$ cat src/rtl/axis_frame_driver_pkg.sv
// Shared definitions for axis_frame_driver: default geometry and FSM state encoding.
package axis_frame_driver_pkg;

  localparam int unsigned DefDataWidth = 32;
  localparam int unsigned DefTxDataNum = 8;
  localparam int unsigned DefRxDataNum = 4;

  typedef enum logic [1:0] {
    StIdle,
    StSend,
    StRecv,
    StDone
  } state_e;

endpackage

$ cat src/rtl/frame_counter.sv
// Beat counter for one frame direction.
//   clk, rst : clock and asynchronous active-high reset
//   clear    : synchronous clear (start of transaction)
//   enable   : count one transferred beat
//   value    : current beat index
//   fin      : value is on the final beat of the frame
// The counter saturates on the final beat so it never wraps inside a frame.
module frame_counter #(
  parameter int unsigned COUNT = 8
) (
  input  logic                       clk,
  input  logic                       rst,
  input  logic                       clear,
  input  logic                       enable,
  output logic [$clog2(COUNT)-1:0]   value,
  output logic                       fin
);

  localparam int unsigned Width = $clog2(COUNT);

  logic [Width-1:0] valueQ;

  always_ff @(posedge clk or posedge rst) begin
    if (rst) begin
      valueQ <= '0;
    end else if (clear) begin
      valueQ <= '0;
    end else if (enable && !fin) begin
      valueQ <= valueQ + 1'b1;
    end
  end

  assign value = valueQ;
  assign fin   = (valueQ == Width'(COUNT - 1));

endmodule

$ cat src/rtl/axis_frame_driver.sv
// Sends one TX_DATA_NUM-word frame read from a source memory on an AXIS master port,
// then receives one RX_DATA_NUM-word frame on an AXIS slave port into a result memory.
//   clk, rst                 : clock, asynchronous active-high reset
//   start, busy, done        : transaction control / status (done is a 1-cycle pulse)
//   last_err                 : sticky inbound s_last framing error, cleared on start
//   tx_mem_adr, tx_mem_data  : source memory (combinational read)
//   m_data/valid/last/ready  : AXIS master (outbound frame)
//   s_data/valid/last/ready  : AXIS slave (inbound frame)
//   rx_mem_adr/data/wr       : result memory write port
module axis_frame_driver
  import axis_frame_driver_pkg::*;
#(
  parameter int unsigned DATA_WIDTH  = DefDataWidth,
  parameter int unsigned TX_DATA_NUM = DefTxDataNum,
  parameter int unsigned RX_DATA_NUM = DefRxDataNum
) (
  input  logic                           clk,
  input  logic                           rst,
  input  logic                           start,
  output logic                           busy,
  output logic                           done,
  output logic                           last_err,
  output logic [$clog2(TX_DATA_NUM)-1:0] tx_mem_adr,
  input  logic [DATA_WIDTH-1:0]          tx_mem_data,
  output logic [DATA_WIDTH-1:0]          m_data,
  output logic                           m_valid,
  output logic                           m_last,
  input  logic                           m_ready,
  input  logic [DATA_WIDTH-1:0]          s_data,
  input  logic                           s_valid,
  input  logic                           s_last,
  output logic                           s_ready,
  output logic [$clog2(RX_DATA_NUM)-1:0] rx_mem_adr,
  output logic [DATA_WIDTH-1:0]          rx_mem_data,
  output logic                           rx_mem_wr
);

  state_e stateQ, stateD;
  logic   lastErrQ;
  logic   startAccept, txBeat, rxBeat, txFin, rxFin;

  logic [$clog2(TX_DATA_NUM)-1:0] txCount;
  logic [$clog2(RX_DATA_NUM)-1:0] rxCount;

  assign startAccept = (stateQ == StIdle) && start;
  assign txBeat      = (stateQ == StSend) && m_ready;
  assign rxBeat      = (stateQ == StRecv) && s_valid;

  frame_counter #(
    .COUNT (TX_DATA_NUM)
  ) u_tx_counter (
    .clk    (clk),
    .rst    (rst),
    .clear  (startAccept),
    .enable (txBeat),
    .value  (txCount),
    .fin    (txFin)
  );

  frame_counter #(
    .COUNT (RX_DATA_NUM)
  ) u_rx_counter (
    .clk    (clk),
    .rst    (rst),
    .clear  (startAccept),
    .enable (rxBeat),
    .value  (rxCount),
    .fin    (rxFin)
  );

  always_ff @(posedge clk or posedge rst) begin
    if (rst) begin
      stateQ <= StIdle;
    end else begin
      stateQ <= stateD;
    end
  end

  always_comb begin
    stateD = stateQ;
    unique case (stateQ)
      StIdle:  if (start) stateD = StSend;
      StSend:  if (txBeat && txFin) stateD = StRecv;
      StRecv:  if (rxBeat && rxFin) stateD = StDone;
      StDone:  stateD = StIdle;
      default: stateD = StIdle;
    endcase
  end

  // Frame length is set by the count; s_last only flags a mismatch.
  always_ff @(posedge clk or posedge rst) begin
    if (rst) begin
      lastErrQ <= 1'b0;
    end else if (startAccept) begin
      lastErrQ <= 1'b0;
    end else if (rxBeat && (s_last != rxFin)) begin
      lastErrQ <= 1'b1;
    end
  end

  // All outputs decode from registered state, so reset clears them immediately.
  always_comb begin
    busy        = (stateQ != StIdle);
    done        = (stateQ == StDone);
    last_err    = lastErrQ;
    tx_mem_adr  = txCount;
    m_data      = tx_mem_data;
    m_valid     = (stateQ == StSend);
    m_last      = (stateQ == StSend) && txFin;
    s_ready     = (stateQ == StRecv);
    rx_mem_wr   = rxBeat;
    rx_mem_adr  = rxCount;
    rx_mem_data = s_data;
  end

endmodule

$ cat config.mk
export PLATFORM = sky130hd
export DESIGN_NAME = axis_frame_driver
export DESIGN_NICKNAME = d
export VERILOG_FILES = /design/src/rtl/axis_frame_driver_pkg.sv /design/src/rtl/frame_counter.sv /design/src/rtl/axis_frame_driver.sv
export SDC_FILE = /design/constraint.sdc
export NUM_CORES = 1
export LEC_CHECK = 0
export ABC_AREA = 1
export BUFFER_PORTS_ARGS = -buffer_cell sky130_fd_sc_hd__buf_4
export CAP_MARGIN = 30
export CORE_UTILIZATION = 30
export CTS_CLUSTER_DIAMETER = 200
export CTS_CLUSTER_SIZE = 25
export DETAILED_ROUTE_END_ITERATION = 8
export PLACE_DENSITY = 0.81
export SYNTH_ARGS = -nofsm -noshare
export SYNTH_HDL_FRONTEND = slang
export SYNTH_SLANG_ARGS = --single-unit
$ cat constraint.sdc
create_clock -name clk -period 2.5 [get_ports clk]
set_clock_uncertainty 0.2 [all_clocks]
set_input_delay 0.125 -clock clk [delete_from_list [all_inputs] [get_ports clk]]
set_output_delay 0.125 -clock clk [all_outputs]
set_load 0.1 [all_outputs]
==> results.txt, run 1 <==
* Number of buffers added to fix hold violations after cts: 2
* PostCTS Resize Cnt: 0
- Vias in the first global route: 504
- In the routed layout, each cell is associated on average with a via count of 4.07.
* Starting Density: 32.5%
- Critical path start-end classification: flop to primary output
- Global-route wire length before repair: 2230 µm
- For this run, global-route usage on met3 was measured as 5.63%.
* Cell type with the highest aggregate area in the netlist: buf_4
- The detailed router finished its first iteration with 6 violations.
- Total power: 1.30 mW
- Once detail routing completed, the nets flagged for antenna violations numbered 0.
* Number of setup buffers added after CTS: 0
- The worst hold path begins at m_ready.
- Of all nets on the critical path, the largest fanout is 4.
* Total number of placement rows: 20
- Worst-case clock buffer depth: 2
* Routability cong.: 0.746
- For the worst setup path, the data required time is 2.17 ns.
* Static leakage: 0.449 nW
- Number of pins exceeding their max-slew limit in the final report: 0
* Count of input and output buffers: 17
- Synth Area per Inst: 7.70 µm²
* CTS HTree Levels: 1
- The routed design could run at a clock period as short as 1.77 ns.
* Boundary Pins: 146
- Maximum number of pins on one net before global-route repair: 9
* Critical-path top delay cell: dfrtp_1
- GR met1 Demand/Resource: 8.62%
- Total gr overflow: 0
- Core area: 0.00313 mm²
- The die is 60.2 µm wide.
- The post-route netlist has 30.0% of its cells at a drive strength greater than 1.
- Element type at the critical path end: primary output
- Area growth syn-to-layout: -24.9%
- Setup repair after global routing missed its margin: false
* Router iterations before antenna repair: 4
- Wires add up to 1520 µm.
* Placed instance count: 129
- Detailed-placement wirelength estimate: 1220 µm
- Sorting the synthesized cells by area gives the leading types as buf_4 (47%), dfrtp_1 (20%), ha_1 (8.6%), nand2_1 (7.0%), inv_1 (4.8%).
- Worst reg2reg startpoint: u_tx_counter.value[0]
- Antenna violations before repair: 0
- Proportion of synthesized chip area in sequential cells: 19.7%
- Worst hold path class: input port to flop
- Summing every instance area after synthesis gives 0.00102 mm².
- Outcome: finished, final reports clean
* Power density relative to cell area: 1700 mW/mm²
* Cell Count, Final, Fillers Out: 134
- Max-cap violations in this run came to 0.
- In this run, synthesis produced a sequential element count of 8.
- TritonCTS built the clock tree.
* Worst relative slew slack: 78.7%
- The number of buffers and inverters on the critical path is 3.
- Commonest cells after routing, fill and taps aside: nand2_1 (19), buf_4 (17), inv_1 (13)
- In the final routed layout, each cell accounts on average for 11.3 µm.
- For the pin with the worst max-slew slack, the measured transition is 0.320 ns.
* Most common library cell in the layout ignoring fill and taps: nand2_1
- Most Used Layer, Global Route: met2
- Global-route track usage on met2: 11.6%
* # clock sinks: 8
* Startpoint Class: flop
- Post-route setup TNS: 0 ns
* Synth warnings: 0
- CP peak stage delay: 0.40 ns
- Arrival time of the worst setup path: 1.45 ns
* Overall fraction of global-route tracks in use: 8.57%
- Setup violations remaining at the end of the flow were counted as 0.
- Worst hold slack after final layout: 0.0376 ns
- Measured along the y axis, the die boundary spans 60.2 µm.
* Gate count after technology mapping: 132
* Post-synth top area share: 47.3%
* Worst IR Drop VDD: 0.698 mV
- The number of antenna diodes in the final layout is 0.
- Grouping stages by cell kind, the critical path spends the most delay in buffers and inverters.
- Number of buffers inserted during clock tree synthesis: 3
- For this run, the post-layout net count is 169.
* Fraction of the cycle the final worst path needs: 70.8%
- For this run, design rule violations remaining after detail routing come to 0.
- Total number of vias: 545
- Fill cell count: 354
- Clock latency on the worst-skew pair, taken at its later pin, is 0.25 ns.
* Ordered list of cells on the worst path: inv_1 -> ha_1 -> nand2_1 -> inv_1 -> buf_4
- Synthesis instantiated 15 different standard cells from the library.
* DIE AREA: 0.00362 mm²
- The final number of hold-violating endpoints came to 0.
- Static timing analysis puts the maximum clock frequency at 565 MHz.
- After clock tree synthesis, the clock-pin slew on the worst setup and hold paths is 0.06 ns.
- By instance count, the cell type seen most on the critical path is inv_1.
- Synthesis produced a netlist with a net count of 209.
* Root Buffer Master: clkbuf_4
- Launch point of the critical path: stateQ[1]
==> sequential cells by signal, summed over array words and instances, names as in the netlist <==
register	cells
u_tx_counter.value	3
stateQ	2
u_rx_counter.value	2
last_err	1
==> layer usage <==
| layer | wire, µm | vias up | share of wire (%) |
|---|---|---|---|
| met5 | 0 | - | 0 |
| met4 | 70 | 0 | 4.6 |
| met3 | 226 | 16 | 15 |
| met2 | 657 | 45 | 43 |
| met1 | 562 | 227 | 37 |
| li1 | - | 257 | - |
==> cells by family (layout without fill, tap and decap cells) <==
family	after synthesis	after routing	synth area share, %
adder cells (fa/ha/maj)	7	7	8.62
buffers and inverters	78	36	52.5
AND/OR/NAND/NOR	32	32	14.9
AO/OA/AOI/OAI	7	7	4.31
flip-flops	8	8	19.7
==> worst paths after layout <==
kind	depth (start not counted)	end	slack (ns)
worst max-delay path	5	m_last	0.73
worst min-delay path	4	u_tx_counter.value[0]	0.04
worst max register to register	6	u_tx_counter.value[1]	0.97
worst min register to register	2	last_err	0.32
max in group asynchronous	3	u_tx_counter.value[1]	1.68
min in group asynchronous	3	u_rx_counter.value[1]	0.18
==> power by group <==
part | internal, mW | switching, mW
Clock | 0.0547 | 0.0408
Combinational | 0.212 | 0.761
Sequential | 0.185 | 0.0458
Total | 0.452 | 0.848
==> area by class of cell <==
cell class                      count  area (µm²)  area share [%]
Multi-Input combinational cell     46         285            37.4
Sequential cell                     8         200            26.2
Timing Repair Buffer               19         148            19.3
Tap cell                           44        55.1            7.21
Inverter                           14        52.6            6.89
Clock buffer                        3        22.5            2.95
==> synth_stat cells (all sizes together) <==
| library cell | number |
|---|---|
| buf | 64 |
| a21oi | 2 |
| nand2 | 21 |
| dfrtp | 8 |
| ha | 7 |
| inv | 14 |
| o21ai | 3 |
| nand3 | 6 |
| nand3b | 1 |
| nor2 | 4 |
| o21bai | 2 |
==> worst register-to-register path, cell delays in order, from the launching register on <==
cell and delay, ns:
dfrtp_1 0.41, ha_1 0.21, ha_1 0.20, nand3b_4 0.18, nor2_1 0.14, nand2_1 0.06, nand2_1 0.07
==> through the flow <==
| stage | util (%) | setup WS, ns | instance area, µm² |
|---|---|---|---|
| after global routing | 24.4 | 0.607 | 763 |
| final | 24.4 | 0.729 | 763 |
| after CTS | 24.4 | 0.699 | 763 |
| after floorplan | - | 0.103 | 1020 |
| after detailed placement | 23.0 | 0.977 | 721 |
| after global placement | 23.0 | 0.971 | 721 |
(Power assumes the default switching activity.)
==> run 2, diff against run 1 <==
--- a/config.mk
+++ b/config.mk
@@ -5,14 +5,14 @@
 export SDC_FILE = /design/constraint.sdc
 export NUM_CORES = 1
 export LEC_CHECK = 0
-export ABC_AREA = 1
+export ABC_AREA = 0
 export BUFFER_PORTS_ARGS = -buffer_cell sky130_fd_sc_hd__buf_4
 export CAP_MARGIN = 30
-export CORE_UTILIZATION = 30
+export CORE_UTILIZATION = 26
 export CTS_CLUSTER_DIAMETER = 200
 export CTS_CLUSTER_SIZE = 25
 export DETAILED_ROUTE_END_ITERATION = 8
-export PLACE_DENSITY = 0.81
+export PLACE_DENSITY = 0.76
 export SYNTH_ARGS = -nofsm -noshare
 export SYNTH_HDL_FRONTEND = slang
 export SYNTH_SLANG_ARGS = --single-unit
==> constraint.sdc (replaced) <==
create_clock -name clk -period 1.6 [get_ports clk]
set_clock_uncertainty 0.2 [all_clocks]
set_input_delay 0.08 -clock clk [delete_from_list [all_inputs] [get_ports clk]]
set_output_delay 0.08 -clock clk [all_outputs]
set_load 0.1 [all_outputs]
==> results.txt, run 2 <==
- Internal power consumption: 1.32 mW (+190%)
- The required time of the worst setup path came to 1.32 ns (-0.85 ns).
- The netlist area before placement came to 955 µm² (-6.0%).
- Worst hold path class: input port to flop
- Starting Density: 27.9% (-4.5 points)
- The number of levels the H-tree was split into is 1 (unchanged).
- Worst IR Drop VDD: 0.707 mV (+1.2%)
* Final WS setup: -0.0919 ns (-0.821 ns)
- The reported max-cap violation count came to 0 (unchanged).
* Part of the total power dissipated in the clock network: 5.3% (-2.0 points)
* Dominant register cell in the synthesized netlist: dfrtp_1
* Proportion of synthesized chip area in sequential cells: 21.0% (+1.3 points)
* Mean number of vias per cell: 4.17 (+2.6%)
- The fraction of final layout cells sized beyond drive strength 1 came to 38.2% (+8.2 points).
- The actual transition at the worst max-transition pin was 0.995 ns (+0.675 ns).
- Total gr overflow: 0 (unchanged)
- For this run, the top clock speed supported by timing is 591 MHz.
* DP Worst Slack: -0.0815 ns (-1.06 ns)
* DIE AREA: 0.00392 mm² (+8.1%)
- Of all cell types, the one taking the most synthesized area is buf_4.
- The worst slew margin relative to its limit came to 33.4% (-45 points).
- Maximum number of pins on one net before global-route repair: 9 (unchanged)
- The final weighted congestion of routability-driven global placement was 0.741 (-0.67%).
- The total number of clock tree sinks was 8 (unchanged).
* Antenna violations before repair: 0 (unchanged)
- The area fraction of the dominant cell type after synthesis came to 50.3% (+3.0 points).
* Number of buffers inserted during clock tree synthesis: 3 (unchanged)
- The area of the core is 0.00342 mm² (+9.2%).
- CP Max Fanout: 3 (-1)
- The number of detailed-routing iterations run before antenna repair came to 4 (unchanged).
* Count of input and output buffers: 17 (unchanged)
- Placed instance count: 115 (-11%)
* Static leakage: 0.732 nW (+63%)
* Arrival time of the worst setup path: 1.41 ns (-0.04 ns)
- The count of flip-flops with a built-in enable after synthesis is 0 (unchanged).
- Y dimension of the die: 62.6 µm (+4.0%)
- The final setup TNS came to -0.482 ns (-0.482 ns).
* Synth warnings: 0 (unchanged)
* Total wirelength of the detailed-routed design: 2600 µm (+72%)
* Setup repair after global routing missed its margin: true
* Clock tree from TritonCTS: done
- Among all cell types in the netlist, the one instantiated most often is buf_4.
- Sw frac: 62.1% (-3.1 points)
* Fraction of the cycle the final worst path needs: 106%
- Total number of placement rows: 21 (+5.0%)
* Element type at the critical path end: primary output
- The run finished, with violations left.
- Insertion delay to the later sink of the worst-skew pair: 0.27 ns (+0.02 ns)
- The buffer depth of the longest clock path came to 2 (unchanged).
* Number of DRC violations after detailed-routing iteration 0: 7 (+1)
* Share of total power in combinational logic: 82.6% (+7.7 points)
* Fraction of registers with async set or reset after synthesis: 100% (unchanged)
- The commonest cells after synthesis are buf_4 (64), dfrtp_1 (8), ha_1 (7), nor2_1 (7), inv_1 (5).
- Flip-flop count of the largest register, all copies and words added: 3 (unchanged)
- Net switching component of the power: 2.17 mW (+160%)
- Cell Count, Final, Fillers Out: 190 (+42%)
- Power density relative to cell area: 2100 mW/mm² (+23%)
* Synth Area per Inst: 8.92 µm² (+16%)
- The post-layout net count came to 222 (+31%).
* Total number of vias: 793 (+46%)
- The net count after synthesis was 184 (-12%).
* Clock Pin Slew Worst Setup and Hold Paths: 0.06 ns (about the same)
- Critical path start-end classification: flop to primary output
* Root Buffer Master: clkbuf_4
* Horizontal die dimension: 62.6 µm (+4.0%)
* Number of pins exceeding their max-slew limit in the final report: 0 (unchanged)
- Flip-flop and latch count after synthesis: 8 (unchanged)
- Relative to the synthesized area, the layout overhead comes to 73.9%.
* Part of the total power dissipated in sequential elements: 12.1% (-5.7 points)
- Vias in the first global route: 776 (+54%)
- The total setup violations reported at the end of the flow was 9 (+9).
- Global-route wire length before repair: 3740 µm (+68%)
- The library cell used most frequently in the layout, excluding fill and tap cells, is dlygate4sd3_1.
- Dpl cell area: 821 µm² (+14%)
- The checks that failed: setup timing.
* Final design area excluding fillers: 0.00166 mm² (+120%)
- Worst hold slack after final layout: 0.0553 ns (+0.0177 ns)
- Final routed wire length divided by cell count: 13.7 µm (+21%)
- Post-route minimum period: 1.69 ns
* Hold Fails Final Rpt: 0 (unchanged)
- The placed wire-length estimate after detailed placement came to 1730 µm (+41%).
- The instance count of the mapped netlist is 107 (-19%).
- Biggest area contributors in the synthesized netlist: buf_4 (50%), dfrtp_1 (21%), ha_1 (9.2%), mux2i_1 (3.1%), nor2_1 (2.8%)
- The count of antenna diodes in the layout was 0 (unchanged).
- The top cell types in the final layout, fill and taps aside, are dlygate4sd3_1 (67), buf_4 (18), buf_6 (7).
* Number of unique standard cell types used by synthesis: 15 (unchanged)
* Overall fraction of global-route tracks in use: 12.7% (+4.1 points)
- The DRC violations left came to 0 (unchanged).
- The post-detailed-route count of antenna-violating nets came to 0 (unchanged).
- Startpoint Class: flop
* Boundary Pins: 146 (unchanged)
==> run 2: metal layers <==
layer | part of all wire, % | vias to the layer above | track usage [%]
met1 | 26 | 367 | 10.5
met2 | 63 | 79 | 26.6
met5 | 0 | - | 0
met4 | 1.7 | 0 | 6.98
met3 | 9.3 | 3 | 2.74
li1 | - | 344 | -
==> run 2: final cells by class <==
type	count	area, µm²
clock buffer	4	26.3
sequential	8	216
tap	46	57.6
multi-input combinational	30	358
timing repair buffer	97	980
inverter	5	22.5
fill	305	1760
==> run 2: cell families (layout without fill, tap and decap cells) <==
kind of cell	count (synthesis)	in the layout	synth area share, %
and+or+nand+nor	12	12	6.03
DFF	8	8	21.0
adders and majority gates	7	7	9.17
xor gates and xnor gates	3	3	2.75
AOI/OAI and AO/OA	4	4	4.45
buffers and inverters	69	106	52.3
muxes	4	4	4.33
==> run 2: repair_timing <==
action,in CTS,in global routing
pin swaps,6,7
buffers inserted,2,2
hold buffers,67,0
resized for setup,15,12
endpoints found under the setup margin,8,14
endpoints found under the hold margin,75,0
==> run 2: worst paths after layout <==
check / startpoint / end / slack, ns / depth (start not counted)
max: u_tx_counter.value[1] / m_last / -0.09 / 4
min: s_valid / u_rx_counter.value[0] / 0.06 / 4
max reg2reg: u_tx_counter.value[1] / stateQ[1] / -0.07 / 5
min reg2reg: last_err / last_err / 0.36 / 2
max in group asynchronous: rst / u_rx_counter.value[0] / 0.81 / 3
min in group asynchronous: rst / u_tx_counter.value[1] / 0.11 / 3
==> run 2: through the flow <==
step	util, %	power [mW]
4_1_cts	46.6	3.35
3_3_place_gp	24.0	2.14
5_1_grt	48.6	3.64
6_report	48.6	3.49
3_5_place_dp	24.0	2.22
2_1_floorplan	-	2.55
==> run 2: critical path, cell delays in order (launching register included) <==
cell,delay [ns]
dfrtp_4,0.49
ha_4,0.18
ha_4,0.17
and2_4,0.14
buf_12,0.16
==> run 2: power groups by stage <==
stage                     logic (mW)  clock network, mW  registers [mW]
after floorplan                 1.70                  0           0.845
after global placement          1.74                  0           0.397
after detailed placement        1.81                  0           0.409
after CTS                       2.75              0.191           0.406
after global routing            3.00              0.208           0.435
final                           2.88              0.186           0.423
